==> src/rtl/sysid_pkg.sv <==
// Shared constants for the sys_id register map and the ROM scan FSM.
// Word offsets are converted to byte addresses with reg_addr().
package sysid_pkg;

  localparam logic [7:0] REG_VERSION  = 8'h00;
  localparam logic [7:0] REG_ID       = 8'h01;
  localparam logic [7:0] REG_SCRATCH  = 8'h02;
  localparam logic [7:0] REG_MAGIC    = 8'h03;
  localparam logic [7:0] REG_ROM_DATA = 8'h21;
  localparam logic [7:0] REG_ROM_ADDR = 8'h22;

  localparam logic [31:0] CORE_MAGIC = 32'h53594944;

  localparam logic [1:0] ERR_NONE  = 2'd0;
  localparam logic [1:0] ERR_MAGIC = 2'd1;
  localparam logic [1:0] ERR_RESP  = 2'd2;

  localparam logic [1:0] RESP_OKAY = 2'b00;

  typedef enum logic [2:0] {
    ST_IDLE,
    ST_RD_MAGIC,
    ST_WR_ADDR,
    ST_RD_DATA,
    ST_PUSH,
    ST_ERR,
    ST_FIN
  } state_t;

  function automatic logic [15:0] reg_addr(input logic [15:0] base, input logic [7:0] word);
    return base + {6'd0, word, 2'b00};
  endfunction

endpackage

==> src/rtl/up_axi_master.sv <==
// Single-transaction AXI4-Lite master driven by an up-style request interface.
// Requests are one-cycle pulses; acks are the combinational B/R handshakes.
module up_axi_master (
  input  logic        clk,
  input  logic        rst_n,
  input  logic        up_wreq,
  input  logic [15:0] up_waddr,
  input  logic [31:0] up_wdata,
  output logic        up_wack,
  output logic [1:0]  up_wresp,
  input  logic        up_rreq,
  input  logic [15:0] up_raddr,
  output logic        up_rack,
  output logic [31:0] up_rdata,
  output logic [1:0]  up_rresp,
  output logic        m_axi_awvalid,
  output logic [15:0] m_axi_awaddr,
  output logic [2:0]  m_axi_awprot,
  input  logic        m_axi_awready,
  output logic        m_axi_wvalid,
  output logic [31:0] m_axi_wdata,
  output logic [3:0]  m_axi_wstrb,
  input  logic        m_axi_wready,
  input  logic        m_axi_bvalid,
  input  logic [1:0]  m_axi_bresp,
  output logic        m_axi_bready,
  output logic        m_axi_arvalid,
  output logic [15:0] m_axi_araddr,
  output logic [2:0]  m_axi_arprot,
  input  logic        m_axi_arready,
  input  logic        m_axi_rvalid,
  input  logic [1:0]  m_axi_rresp,
  input  logic [31:0] m_axi_rdata,
  output logic        m_axi_rready
);

  logic aw_done_reg;
  logic w_done_reg;
  logic aw_hs;
  logic w_hs;
  logic aw_ok;
  logic w_ok;

  assign aw_hs = m_axi_awvalid & m_axi_awready;
  assign w_hs  = m_axi_wvalid & m_axi_wready;
  assign aw_ok = aw_done_reg | aw_hs;
  assign w_ok  = w_done_reg | w_hs;

  assign up_wack  = m_axi_bvalid & m_axi_bready;
  assign up_wresp = m_axi_bresp;
  assign up_rack  = m_axi_rvalid & m_axi_rready;
  assign up_rdata = m_axi_rdata;
  assign up_rresp = m_axi_rresp;

  assign m_axi_awprot = 3'd0;
  assign m_axi_arprot = 3'd0;
  assign m_axi_wstrb  = 4'hf;

  always_ff @(posedge clk or negedge rst_n) begin
    if (!rst_n) begin
      m_axi_awvalid <= 1'b0;
      m_axi_awaddr  <= '0;
      m_axi_wvalid  <= 1'b0;
      m_axi_wdata   <= '0;
      m_axi_bready  <= 1'b0;
      m_axi_arvalid <= 1'b0;
      m_axi_araddr  <= '0;
      m_axi_rready  <= 1'b0;
      aw_done_reg   <= 1'b0;
      w_done_reg    <= 1'b0;
    end else begin
      if (up_wreq) begin
        m_axi_awvalid <= 1'b1;
        m_axi_wvalid  <= 1'b1;
        m_axi_awaddr  <= up_waddr;
        m_axi_wdata   <= up_wdata;
        aw_done_reg   <= 1'b0;
        w_done_reg    <= 1'b0;
      end else begin
        if (aw_hs) begin
          m_axi_awvalid <= 1'b0;
          aw_done_reg   <= 1'b1;
        end
        if (w_hs) begin
          m_axi_wvalid <= 1'b0;
          w_done_reg   <= 1'b1;
        end
        // B is only accepted once both address and data have been taken
        if (aw_ok && w_ok) begin
          aw_done_reg  <= 1'b0;
          w_done_reg   <= 1'b0;
          m_axi_bready <= 1'b1;
        end
      end
      if (up_wack) m_axi_bready <= 1'b0;

      if (up_rreq) begin
        m_axi_arvalid <= 1'b1;
        m_axi_araddr  <= up_raddr;
      end else if (m_axi_arvalid && m_axi_arready) begin
        m_axi_arvalid <= 1'b0;
        m_axi_rready  <= 1'b1;
      end
      if (up_rack) m_axi_rready <= 1'b0;
    end
  end

endmodule

==> src/rtl/axi_sysid_reader.sv <==
// Scans the sys_id ROM over AXI4-Lite: checks the magic word, then for each
// address writes ROM_ADDR, reads ROM_DATA and presents the word on a stream port.
module axi_sysid_reader
  import sysid_pkg::*;
#(
  parameter int          ROM_WIDTH     = 32,
  parameter int          ROM_ADDR_BITS = 6,
  parameter logic [15:0] BASE_ADDR     = 16'h0000
) (
  input  logic                     m_axi_aclk,
  input  logic                     m_axi_aresetn,
  input  logic                     start,
  input  logic                     pr_sel,
  output logic                     busy,
  output logic                     done,
  output logic [1:0]               error_code,
  output logic                     rom_valid,
  input  logic                     rom_ready,
  output logic [ROM_WIDTH-1:0]     rom_data,
  output logic [ROM_ADDR_BITS-1:0] rom_index,
  output logic                     m_axi_awvalid,
  output logic [15:0]              m_axi_awaddr,
  output logic [2:0]               m_axi_awprot,
  input  logic                     m_axi_awready,
  output logic                     m_axi_wvalid,
  output logic [31:0]              m_axi_wdata,
  output logic [3:0]               m_axi_wstrb,
  input  logic                     m_axi_wready,
  input  logic                     m_axi_bvalid,
  input  logic [1:0]               m_axi_bresp,
  output logic                     m_axi_bready,
  output logic                     m_axi_arvalid,
  output logic [15:0]              m_axi_araddr,
  output logic [2:0]               m_axi_arprot,
  input  logic                     m_axi_arready,
  input  logic                     m_axi_rvalid,
  input  logic [1:0]               m_axi_rresp,
  input  logic [31:0]              m_axi_rdata,
  output logic                     m_axi_rready
);

  localparam logic [15:0] MAGIC_ADDR = reg_addr(BASE_ADDR, REG_MAGIC);
  localparam logic [15:0] DATA_ADDR  = reg_addr(BASE_ADDR, REG_ROM_DATA);
  localparam logic [15:0] ADDR_ADDR  = reg_addr(BASE_ADDR, REG_ROM_ADDR);
  localparam logic [ROM_ADDR_BITS-1:0] LAST_INDEX = '1;
  localparam logic [ROM_ADDR_BITS-1:0] ONE_INDEX  = ROM_ADDR_BITS'(1);

  state_t                   state_reg;
  logic [ROM_ADDR_BITS-1:0] index_reg;
  logic                     pr_sel_reg;
  logic                     busy_reg;
  logic                     done_reg;
  logic [1:0]               error_reg;
  logic                     rom_valid_reg;
  logic [ROM_WIDTH-1:0]     rom_data_reg;

  logic                     up_wreq;
  logic [31:0]              up_wdata;
  logic                     up_wack;
  logic [1:0]               up_wresp;
  logic                     up_rreq;
  logic [15:0]              up_raddr;
  logic                     up_rack;
  logic [31:0]              up_rdata;
  logic [1:0]               up_rresp;
  logic                     start_ok;
  logic                     stream_hs;
  logic                     magic_ok;
  logic [ROM_ADDR_BITS-1:0] wr_index;

  // Requests are decoded from the transition edge so AR/AW issue one cycle later
  assign start_ok  = (state_reg == ST_IDLE) && start;
  assign stream_hs = rom_valid_reg && rom_ready;
  assign magic_ok  = up_rack && (up_rresp == RESP_OKAY) && (up_rdata == CORE_MAGIC);
  assign wr_index  = (state_reg == ST_PUSH) ? index_reg + ONE_INDEX : index_reg;

  assign up_wreq  = ((state_reg == ST_RD_MAGIC) && magic_ok) ||
                    ((state_reg == ST_PUSH) && stream_hs && (index_reg != LAST_INDEX));
  assign up_wdata = {pr_sel_reg, {(31-ROM_ADDR_BITS){1'b0}}, wr_index};
  assign up_rreq  = start_ok ||
                    ((state_reg == ST_WR_ADDR) && up_wack && (up_wresp == RESP_OKAY));
  assign up_raddr = start_ok ? MAGIC_ADDR : DATA_ADDR;

  assign busy       = busy_reg;
  assign done       = done_reg;
  assign error_code = error_reg;
  assign rom_valid  = rom_valid_reg;
  assign rom_data   = rom_data_reg;
  assign rom_index  = index_reg;

  always_ff @(posedge m_axi_aclk or negedge m_axi_aresetn) begin
    if (!m_axi_aresetn) begin
      state_reg     <= ST_IDLE;
      index_reg     <= '0;
      pr_sel_reg    <= 1'b0;
      busy_reg      <= 1'b0;
      done_reg      <= 1'b0;
      error_reg     <= ERR_NONE;
      rom_valid_reg <= 1'b0;
      rom_data_reg  <= '0;
    end else begin
      case (state_reg)
        ST_IDLE: begin
          if (start) begin
            index_reg  <= '0;
            error_reg  <= ERR_NONE;
            pr_sel_reg <= pr_sel;
            busy_reg   <= 1'b1;
            state_reg  <= ST_RD_MAGIC;
          end
        end
        ST_RD_MAGIC: begin
          if (up_rack) begin
            if (up_rresp != RESP_OKAY) begin
              error_reg <= ERR_RESP;
              state_reg <= ST_ERR;
            end else if (up_rdata != CORE_MAGIC) begin
              error_reg <= ERR_MAGIC;
              state_reg <= ST_ERR;
            end else begin
              state_reg <= ST_WR_ADDR;
            end
          end
        end
        ST_WR_ADDR: begin
          if (up_wack) begin
            if (up_wresp != RESP_OKAY) begin
              error_reg <= ERR_RESP;
              state_reg <= ST_ERR;
            end else begin
              state_reg <= ST_RD_DATA;
            end
          end
        end
        ST_RD_DATA: begin
          if (up_rack) begin
            if (up_rresp != RESP_OKAY) begin
              error_reg <= ERR_RESP;
              state_reg <= ST_ERR;
            end else begin
              rom_data_reg  <= up_rdata[ROM_WIDTH-1:0];
              rom_valid_reg <= 1'b1;
              state_reg     <= ST_PUSH;
            end
          end
        end
        ST_PUSH: begin
          if (stream_hs) begin
            rom_valid_reg <= 1'b0;
            if (index_reg == LAST_INDEX) begin
              done_reg  <= 1'b1;
              state_reg <= ST_FIN;
            end else begin
              index_reg <= index_reg + ONE_INDEX;
              state_reg <= ST_WR_ADDR;
            end
          end
        end
        ST_ERR: begin
          done_reg  <= 1'b1;
          state_reg <= ST_FIN;
        end
        ST_FIN: begin
          done_reg  <= 1'b0;
          busy_reg  <= 1'b0;
          state_reg <= ST_IDLE;
        end
        default: state_reg <= ST_IDLE;
      endcase
    end
  end

  up_axi_master u_master (
    .clk           (m_axi_aclk),
    .rst_n         (m_axi_aresetn),
    .up_wreq       (up_wreq),
    .up_waddr      (ADDR_ADDR),
    .up_wdata      (up_wdata),
    .up_wack       (up_wack),
    .up_wresp      (up_wresp),
    .up_rreq       (up_rreq),
    .up_raddr      (up_raddr),
    .up_rack       (up_rack),
    .up_rdata      (up_rdata),
    .up_rresp      (up_rresp),
    .m_axi_awvalid (m_axi_awvalid),
    .m_axi_awaddr  (m_axi_awaddr),
    .m_axi_awprot  (m_axi_awprot),
    .m_axi_awready (m_axi_awready),
    .m_axi_wvalid  (m_axi_wvalid),
    .m_axi_wdata   (m_axi_wdata),
    .m_axi_wstrb   (m_axi_wstrb),
    .m_axi_wready  (m_axi_wready),
    .m_axi_bvalid  (m_axi_bvalid),
    .m_axi_bresp   (m_axi_bresp),
    .m_axi_bready  (m_axi_bready),
    .m_axi_arvalid (m_axi_arvalid),
    .m_axi_araddr  (m_axi_araddr),
    .m_axi_arprot  (m_axi_arprot),
    .m_axi_arready (m_axi_arready),
    .m_axi_rvalid  (m_axi_rvalid),
    .m_axi_rresp   (m_axi_rresp),
    .m_axi_rdata   (m_axi_rdata),
    .m_axi_rready  (m_axi_rready)
  );

endmodule

==> config.mk <==
export PLATFORM = sky130hd
export DESIGN_NAME = axi_sysid_reader
export DESIGN_NICKNAME = d
export VERILOG_FILES = /design/src/rtl/sysid_pkg.sv /design/src/rtl/up_axi_master.sv /design/src/rtl/axi_sysid_reader.sv
export SDC_FILE = /design/constraint.sdc
export NUM_CORES = 1
export LEC_CHECK = 0
export BUFFER_PORTS_ARGS = -buffer_cell sky130_fd_sc_hd__buf_2
export CORE_MARGIN = 5
export CORE_UTILIZATION = 47
export CTS_CLUSTER_DIAMETER = 50
export DETAILED_ROUTE_END_ITERATION = 8
export PLACE_DENSITY = 0.74
export SYNTH_ARGS = -nofsm -noshare
export SYNTH_HDL_FRONTEND = slang
export SYNTH_HIERARCHICAL = 1
export SYNTH_SLANG_ARGS = --single-unit
export TNS_END_PERCENT = 20
==> constraint.sdc <==
create_clock -name m_axi_aclk -period 2.04 [get_ports m_axi_aclk]
set_input_delay 0.102 -clock m_axi_aclk [delete_from_list [all_inputs] [get_ports m_axi_aclk]]
set_output_delay 0.102 -clock m_axi_aclk [all_outputs]
set_load 0.01 [all_outputs]
== After elaboration in Yosys (flattened, before gate mapping) ==
Index checks and enable logic that the tools add are counted.
Storage, ports and cells
  register bits after elaboration: 78
  bits in latches: 0
  bits in writable memories: 0
  ROM bits: 0
  memories kept: 0
Operators by class
  add/sub/neg operators: 1
  multipliers: 0
  div/mod/pow operators: 0
  $lt $le $gt $ge: 0
  equality and inequality tests: 23
  shift operators: 0
  multiplexer cells: 53
  bitwise operators: 7
  reductions and logical operators: 40
Operators with widths (number)
  equality test 32 x 31 -> 1 bit (second input constant): 1
  != test 32 x 31 -> 1 bit (second input constant): 1
  2-to-1 mux 3 bit: 9
  2-to-1 mux 1 bit: 25
  2-to-1 mux 6 bit: 4
  != test 2 bit (second input constant): 10
  nonzero test 2 bit: 10
  one-hot mux 3 bit (6 select lines): 1
  2-to-1 mux 2 bit: 8
  one-hot mux 6 bit (2 select lines): 1
  logical AND 1 bit: 11
  equality test 3 bit (second input constant): 3
  nonzero test 3 bit: 3
  2-to-1 mux 8 bit: 1
  one-hot mux 2 bit (4 select lines): 1
  AND reduction 2 bit: 4
  AND reduction 4 bit: 2
  AND reduction 8 bit: 1
  adder 6 x 1 -> 6 bit (second input constant): 1
  equality test 3 x 2 -> 1 bit (second input constant): 2
  equality test 6 bit (second input constant): 1
  != test 6 bit (second input constant): 1
  AND reduction 3 bit: 2
  AND reduction 5 bit: 1
  other kinds (12): 20

== Logic depth before layout (Yosys ltp) ==
Gate-level depths: netlist of the first run.
  depth after elaboration: 7
  mapped depth: 9
  gate-level depth less buffers: 6

== By module ==
Netlist of the first run, hierarchy kept.
By module, submodules not included
  up_axi_master: instances 1, cells each 208, area an instance 3062.9 um2, seq. area each 1776.7 um2
  axi_sysid_reader: instances 1, cells each 200, area an instance 2294.7 um2, seq. area each 1176.1 um2

== Worst setup path after synthesis of the first run ==
Ideal clock, no wire load.
  kind: reg2reg
  start: register state_reg[1]
  end: register, netlist name u_master/m_axi_wdata[12]
  data arrival time: 1947 ps
  data required time: 1915 ps
  path slack: -31 ps
  cell stages (with the launch flop): 10
  buffers on the path: 3
  cells stage by stage: dfrtp_1 > buf_2 > nor2b_1 > nand2b_1 > inv_1 > nand3_1 > o21ai_0 > buf_6 > buf_6 > mux2_2
RTL lines
  start, declared: line axi_sysid_reader.sv:48  | state_t state_reg;
  start signal, assigned: line axi_sysid_reader.sv:93  | state_reg <= ST_IDLE;
  start signal, assigned: line axi_sysid_reader.sv:109  | state_reg <= ST_RD_MAGIC;
  start signal, assigned: line axi_sysid_reader.sv:116  | state_reg <= ST_ERR;

==> results of run 1 <==
-- layout by cell type, fill, tap and decap left out, types with 3 or more instances in the layout --
master         Yosys  final
clkbuf_8           0      4
xnor2_1            4      4
clkinv_2           0      5
buf_12             0      6
inv_1             10      9
a21oi_1           11     11
nand2_1           13     13
bufinv_16          0      3
a31oi_1            3      3
and3_1             4      3
buf_4             49     14
o21ai_0           10      9
nand2b_1           5      5
nor2_1            13     12
dlygate4sd3_1      0     37
dfrtp_1          118    117
nand4_1            3      3
nor2b_1            6      5
mux2_4             1      6
buf_2              2    150
a21o_1             3      3
and2_1             4      4
conb_1             4     65
o31ai_1            3      3
mux2_2            97     92
clkbuf_16          0     21
-- final cells by class --
cell class | count | area (sq um)
tap | 143 | 179
inverter | 10 | 37.5
clock buffer | 23 | 488
sequential | 118 | 2950
clock inverter | 9 | 123
multi-input combinational | 280 | 2200
fill | 854 | 3810
timing repair buffer | 214 | 1490
-- critical path: cells and delay by family --
kind,cells,cell delay (ps)
buffers and inverters,4,970
muxes,1,330
and+or+nand+nor,4,800
AOI/OAI and AO/OA,1,100
-- through the flow --
step,setup slack [ps],hold slack [ps],cell area [sq um],util [%],std cells
final,25.7,37.9,7470,66.2,797
after global routing,-3.72,10.0,7470,66.2,797
after CTS,16.1,31.2,7270,64.5,796
after detailed placement,-16.6,-89.2,6280,55.7,726
after global placement,-54.4,-91.1,6280,55.7,726
after floorplan,8.95,-194,5590,-,469
-- kinds of logic (layout without fill, tap and decap cells) --
| kind of cell | Yosys count | count (layout) | share of synthesized area, % |
|---|---|---|---|
| AND/OR/NAND/NOR | 71 | 71 | 8.03 |
| AO/OA/AOI/OAI | 39 | 39 | 5.00 |
| buffers and inverters | 71 | 256 | 9.58 |
| XOR/XNOR | 4 | 4 | 0.654 |
| other | 4 | 65 | 0.280 |
| adder cells (fa/ha/maj) | 2 | 2 | 0.467 |
| flip-flops | 118 | 118 | 55.1 |
| multiplexers | 99 | 99 | 20.9 |
-- worst paths after layout --
check                                     start                  endpoint  slack, ps  cells after the start
worst min register to register      rom_data[1]               rom_data[1]        490                      1
max in group asynchronous         m_axi_aresetn              state_reg[2]       1330                      3
min in group m_axi_aclk            m_axi_bvalid     u_master/m_axi_bready         40                      3
worst min-delay path              m_axi_aresetn              rom_data[22]         40                      2
worst max register to register     rom_index[0]  u_master/m_axi_wdata[10]         80                      7
worst max-delay path            m_axi_rdata[28]  u_master/m_axi_wdata[10]         30                     10
-- power by group through the flow --
stage	Sequential [W]	Combinational, W	Clock [W]
6_report	0.00321	0.00235	0.00305
5_1_grt	0.00329	0.00257	0.00324
4_1_cts	0.00321	0.00232	0.00311
3_5_place_dp	0.00323	0.00225	0
3_3_place_gp	0.00320	0.00219	0
2_1_floorplan	0.00344	0.00115	0
-- timing repair --
item | CTS | global route
cloned | 0 | 5
buffers inserted | 0 | 2
hold buffers | 38 | 0
setup endpoints to repair | 3 | 46
hold endpoints to repair | 155 | 0
gates resized for setup | 0 | 19
pin swaps | 1 | 7
-- layer usage --
| metal | up-vias | part of all wire [%] | global-route usage (%) |
|---|---|---|---|
| li1 | 1787 | - | - |
| met1 | 1843 | 39 | 21.0 |
| met2 | 122 | 50 | 30.0 |
| met3 | 29 | 7.6 | 8.13 |
| met4 | 4 | 2.5 | 8.03 |
| met5 | - | 0.20 | 0 |
==> impl_results.md, run 1 <==
- Pint: between 0.006 and 0.007 W
- Largest net degree at the start of global routing: 85
- Register share of total power: approximately 37%
- PortBufs: 157
- Die area: about 14000 sq um
- Gr usage total: a little under a fifth
- Cts bufs inserted: 17
- Sequential area share after synthesis: a little under three fifths
- First-pass GRT wire length: a little under 20 mm
- Crit path largest cell delay: roughly 520 ps
- # rows: 39
- P&R area growth vs syn: 39.4%
- Fmax achieved: between 400 and 500 MHz
- CP Launch Type: input port
- Gp weighted congestion: ~0.8
- Post-synth EDFFs: 0
- Commonest cells in the netlist: dfrtp_1 (118), mux2_2 (97), buf_4 (49)
- Initial core utilization: 47.5%
- NetSw: 0.00250 W
- Root buffer cell: clkbuf_16
- Power Density: approximately 1200 nW/um^2
- Seq cells post-synth: ~120
- Post-route clock period utilization: between 90% and 100%
- Min Tclk post-route: a little over 2000 ps
- Sw frac: roughly 29%
- Clk_lat worst skew: 410 ps
- Max Slew Vio Count: 0
- Max H-tree Level: 4
- Nets: approximately 700
- IO Pins: roughly 170
- Drt wl/cell: 15.6 um
- Post-DRT Antenna Nets: 0
- Share of layout cells above drive strength 1: around half
- Via Count: roughly 3.8k
- Synth top area share: a little under three fifths
- Drt via density: 4.75
- Sink Count: around 120
- DRT Wirelength: 12.4 mm
- Maxcap violations: 0
- Total power: approximately 0.0086 W
- Syn avg cell area: between 10 and 15 sq um
- Vias in the first global route: 3953
- Final setup violation count: 0
- Die Span X: ~120 um
- Worst endpoint required time: 2330 ps
- Pleak: ~4 nW
- Critical Path End Type: register
- Diode count: 0
- Clk_skew: approximately 9.4 ps
- Most frequent cell after synthesis: dfrtp_1
- Cell taking the most area after synthesis: dfrtp_1
- Clock transition at path regs: about 50 ps
- Worst Path Max Fanout: 8
- Setup TNS Final: 0 ps
- Gate power share: between 20% and 30%
- Worst hold path type: in2async
- Ys flop type: dfrtp_1
- VDD IR max: 0.000938 V
- Final Hold Vio Count: 0
- Critical path class: in2reg
- TritonCTS clock tree: yes
- Synth unique cells: between 40 and 50
- Initial antenna violation count: 2
- Post-synth ARST share: between 90% and 100%
- Synth warnings: 6
- Clk network pwr share: 35.4%
- Overflow left after global routing: 0
- CP dominant cell by count: nand3_2
- Crit path DAT: 2300 ps
- Core area: approximately 11000 sq um
- CTS Buffer Depth: 2
- Worst path cell trace: dlygate4sd3_1 > buf_2 > and4b_1 > nand3_2 > nor4_4 > nand3_2 > o21ai_4 > buf_12 > clkbuf_16 > mux2_2
- DR pass1 iterations: 4
- Synth area leaders: dfrtp_1 (55%), mux2_2 (20%), buf_4 (6.9%)
- Cell Area, Synth: about 5400 sq um
- CP max-delay cell: dlygate4sd3_1
- Dpl hpwl: 8.18 mm
- Status: finished clean
- Detailed Route Iter0 Violations: around 180
- Post-Syn Instances: 408
- Drt drc: 0
- Chip Height: 117 um
(Power assumes the default switching activity.)
==> run 2: changes to the inputs <==
Settings changed: CORE_UTILIZATION 47 to 40, PLACE_DENSITY 0.74 to 0.65.
==> run 2 against run 1 <==
Net effect:
- final area decreased by 1.8%
- clock power decreased by 7.5%
- sequential power is essentially flat
- routed wire length fell by 3.5%
- sequential share of layout area grew 0.71 points
- register-to-register slack about the same
- fmax increased by 2.9%
- largest cell class unchanged
- worst hold slack improved by 21 ps
==> impl_results.md, run 2 (synthesis results as in run 1) <==
- Detailed Route Iter0 Violations: 108 (-39%)
- Chip Height: 126 um (+7.7%)
- First-pass GRT wire length: 19.7 mm (+2.1%)
- Overflow left after global routing: 0 (unchanged)
- Gp weighted congestion: 0.818 (+1.8%)
- Initial antenna violation count: 2 (unchanged)
- Final setup violation count: 0 (unchanged)
- RSZ-0062 raised after global routing: false
- Fmax achieved: 511 MHz (+2.9%)
- CTS Buffer Depth: 2 (unchanged)
- Die area: 15800 sq um (+16%)
- Hold Path End: error_code[0]
- # rows: 42 (+7.7%)
- Share of layout cells above drive strength 1: 49.0% (-0.68 points)
- Min Tclk post-route: 1960 ps (-57.3 ps)
- IO Pins: 168 (unchanged)
- DRT Wirelength: 12.0 mm (-3.5%)
- Commonest non-fill, non-tap cell in the layout: buf_2
- Dpl hpwl: 8.65 mm (+5.7%)
- Met2 global-route usage: 25.2% (-4.9 points)
- Worst hold stages: 4
- Clk_lat worst skew: 410 ps (about the same)
- Hold_sp: m_axi_rresp[0]
- Worst hold path type: in2reg
- Slew at the pin closest to its max-slew limit: about 570 ps
- Most frequent cells in the layout: buf_2 (156), dfrtp_1 (117), mux2_2 (97)
- Worst Path Max Fanout: 19 (+11)
- Max H-tree Level: 4 (unchanged)
- Post-route cell area: 7330 sq um (-1.8%)
- Maxcap violations: 0 (unchanged)
- Critical path class: reg2reg
- Drt drc: 0 (unchanged)
- Crit path DAT: 2240 ps (-60 ps)
- P&R area growth vs syn: 36.9%
- VDD IR max: 0.000567 V (-40%)
- Slew HR: between 60% and 70%
- Nets: 696 (+1.0%)
- DP Cell Count: 766 (+5.5%)
- Max Slew Vio Count: 0 (unchanged)
- Clk_skew: 9.79 ps (+0.392 ps)
- Storage cell area: 2950 sq um (unchanged)
- Clock transition at path regs: 50 ps (about the same)
- Power Density: 1140 nW/um^2 (-1.6%)
- Core area: 13200 sq um (+17%)
- Worst endpoint required time: 2330 ps (about the same)
- Largest net degree at the start of global routing: 60 (-29%)
- Post-route clock period utilization: 95.9% (-2.8 points)
- Fillers: 1156 (+35%)
- GR peak layer: met2
- Critical Path End Type: register
- Root buffer cell: clkbuf_16
- Post-DRT Antenna Nets: 0 (unchanged)
- Drt wl/cell: 14.3 um (-8.2%)
- Area of the multi-input gates: 2150 sq um (-2.4%)
- Die Span X: 126 um (+7.7%)
- DR pass1 iterations: 4 (unchanged)
- Via Count: 3803 (+0.48%)
- Dpl cell area: 6370 sq um (+1.5%)
- Status: finished clean
- Initial core utilization: 40.6% (-6.9 points)
- Worst-case reg-to-reg path depth: 6 (-1)
- Drt via density: 4.54 (-4.4%)
- R2R Setup Slk: 80 ps (about the same)
- Vias in the first global route: 3914 (-0.99%)
- Layout Cells excl Fill: 838 (+5.1%)
- CP Launch Type: register
- Pleak: 3.96 nW (-1.1%)
- Final Hold Vio Count: 0 (unchanged)
- Cts bufs inserted: 17 (unchanged)
- Met3 usage: 6.27% (-1.9 points)
- PortBufs: 157 (unchanged)
- Worst r2r dst: u_master/m_axi_awaddr[8]
- GR Util met1: 18.7% (-2.3 points)
- R2R Path Start: rom_index[0]
- TritonCTS clock tree: yes
- Sink Count: 118 (unchanged)
- Gr usage total: 15.5% (-2.9 points)
[run 2: changes by cell type in the layout (fill, tap and decap cells not counted), moves of 3 or more]
cell       change
buf_2          +6
buf_4          +9
clkbuf_16      -4
clkbuf_8       -3
mux2_2         +5
mux2_4         -5
[run 2: per-stage QoR]
| step | hold slack (ps) | TNS (ps) | setup slack [ps] | power, W | util [%] |
|---|---|---|---|---|---|
| finish | 59.1 | 0 | 83.0 | 0.00833 | 55.6 |
| detailed placement | 138 | -4420 | -120 | 0.00550 | 48.3 |
| CTS | 32.6 | 0 | 9.49 | 0.00842 | 55.4 |
| global route | 67.6 | 0 | 2.46 | 0.00882 | 55.6 |
| floorplan | -194 | 0 | 8.95 | 0.00460 | - |
| global placement | 125 | -1200 | -32.0 | 0.00542 | 48.3 |
[run 2: timing repair]
| action | 4_1_cts | 5_1_grt |
|---|---|---|
| setup endpoints to repair | 0 | 45 |
| setup buffers | 0 | 1 |
| resized for setup | 0 | 3 |
| hold endpoints to repair | 78 | 0 |
| hold buffers | 38 | 0 |
[run 2: worst max-delay path, cell delays in order (launching register included)]
cell     delay [ps]
dfrtp_1         380
ha_1            210
and3_1          200
and3_1          230
o21ai_4         250
buf_12          200
mux2_2          350
[run 2: metal layers]
metal,share of wire (%),routed length [um],vias up
met5,0.23,27,-
met3,6.5,774,19
met4,1.5,179,4
li1,-,-,1799
met1,42,5060,1863
met2,50,5940,118
[run 2: final cells by class]
class,instances,share of cell area [%]
Antenna cell,1,0.0341
Clock buffer,22,6.19
Clock inverter,10,1.43
Inverter,10,0.512
Multi-Input combinational cell,280,29.3
Sequential cell,118,40.3
Tap cell,176,3.00
Timing Repair Buffer,221,19.3
[run 2: report_power, final]
part | total (W) | switching (W) | internal, W
Combinational | 0.00229 | 0.00114 | 0.00115
Clock | 0.00282 | 0.00100 | 0.00181
Sequential | 0.00322 | 0.000326 | 0.00289
Total | 0.00833 | 0.00247 | 0.00585
[run 2: worst max-delay path by stage]
| stage | from | to | slack [ps] | depth (start not counted) |
|---|---|---|---|---|
| after floorplan | state_reg[1] | u_master/m_axi_wdata[12] | 9 | 9 |
| after global placement | m_axi_rdata[0] | u_master/m_axi_awaddr[15] | -30 | 9 |
| after detailed placement | m_axi_rdata[0] | u_master/m_axi_wdata[27] | -120 | 9 |
| after CTS | m_axi_rdata[1] | u_master/m_axi_wdata[27] | 9 | 9 |
| after global routing | m_axi_rdata[22] | u_master/m_axi_awaddr[13] | 2 | 9 |
| final | rom_index[0] | u_master/m_axi_awaddr[8] | 80 | 6 |
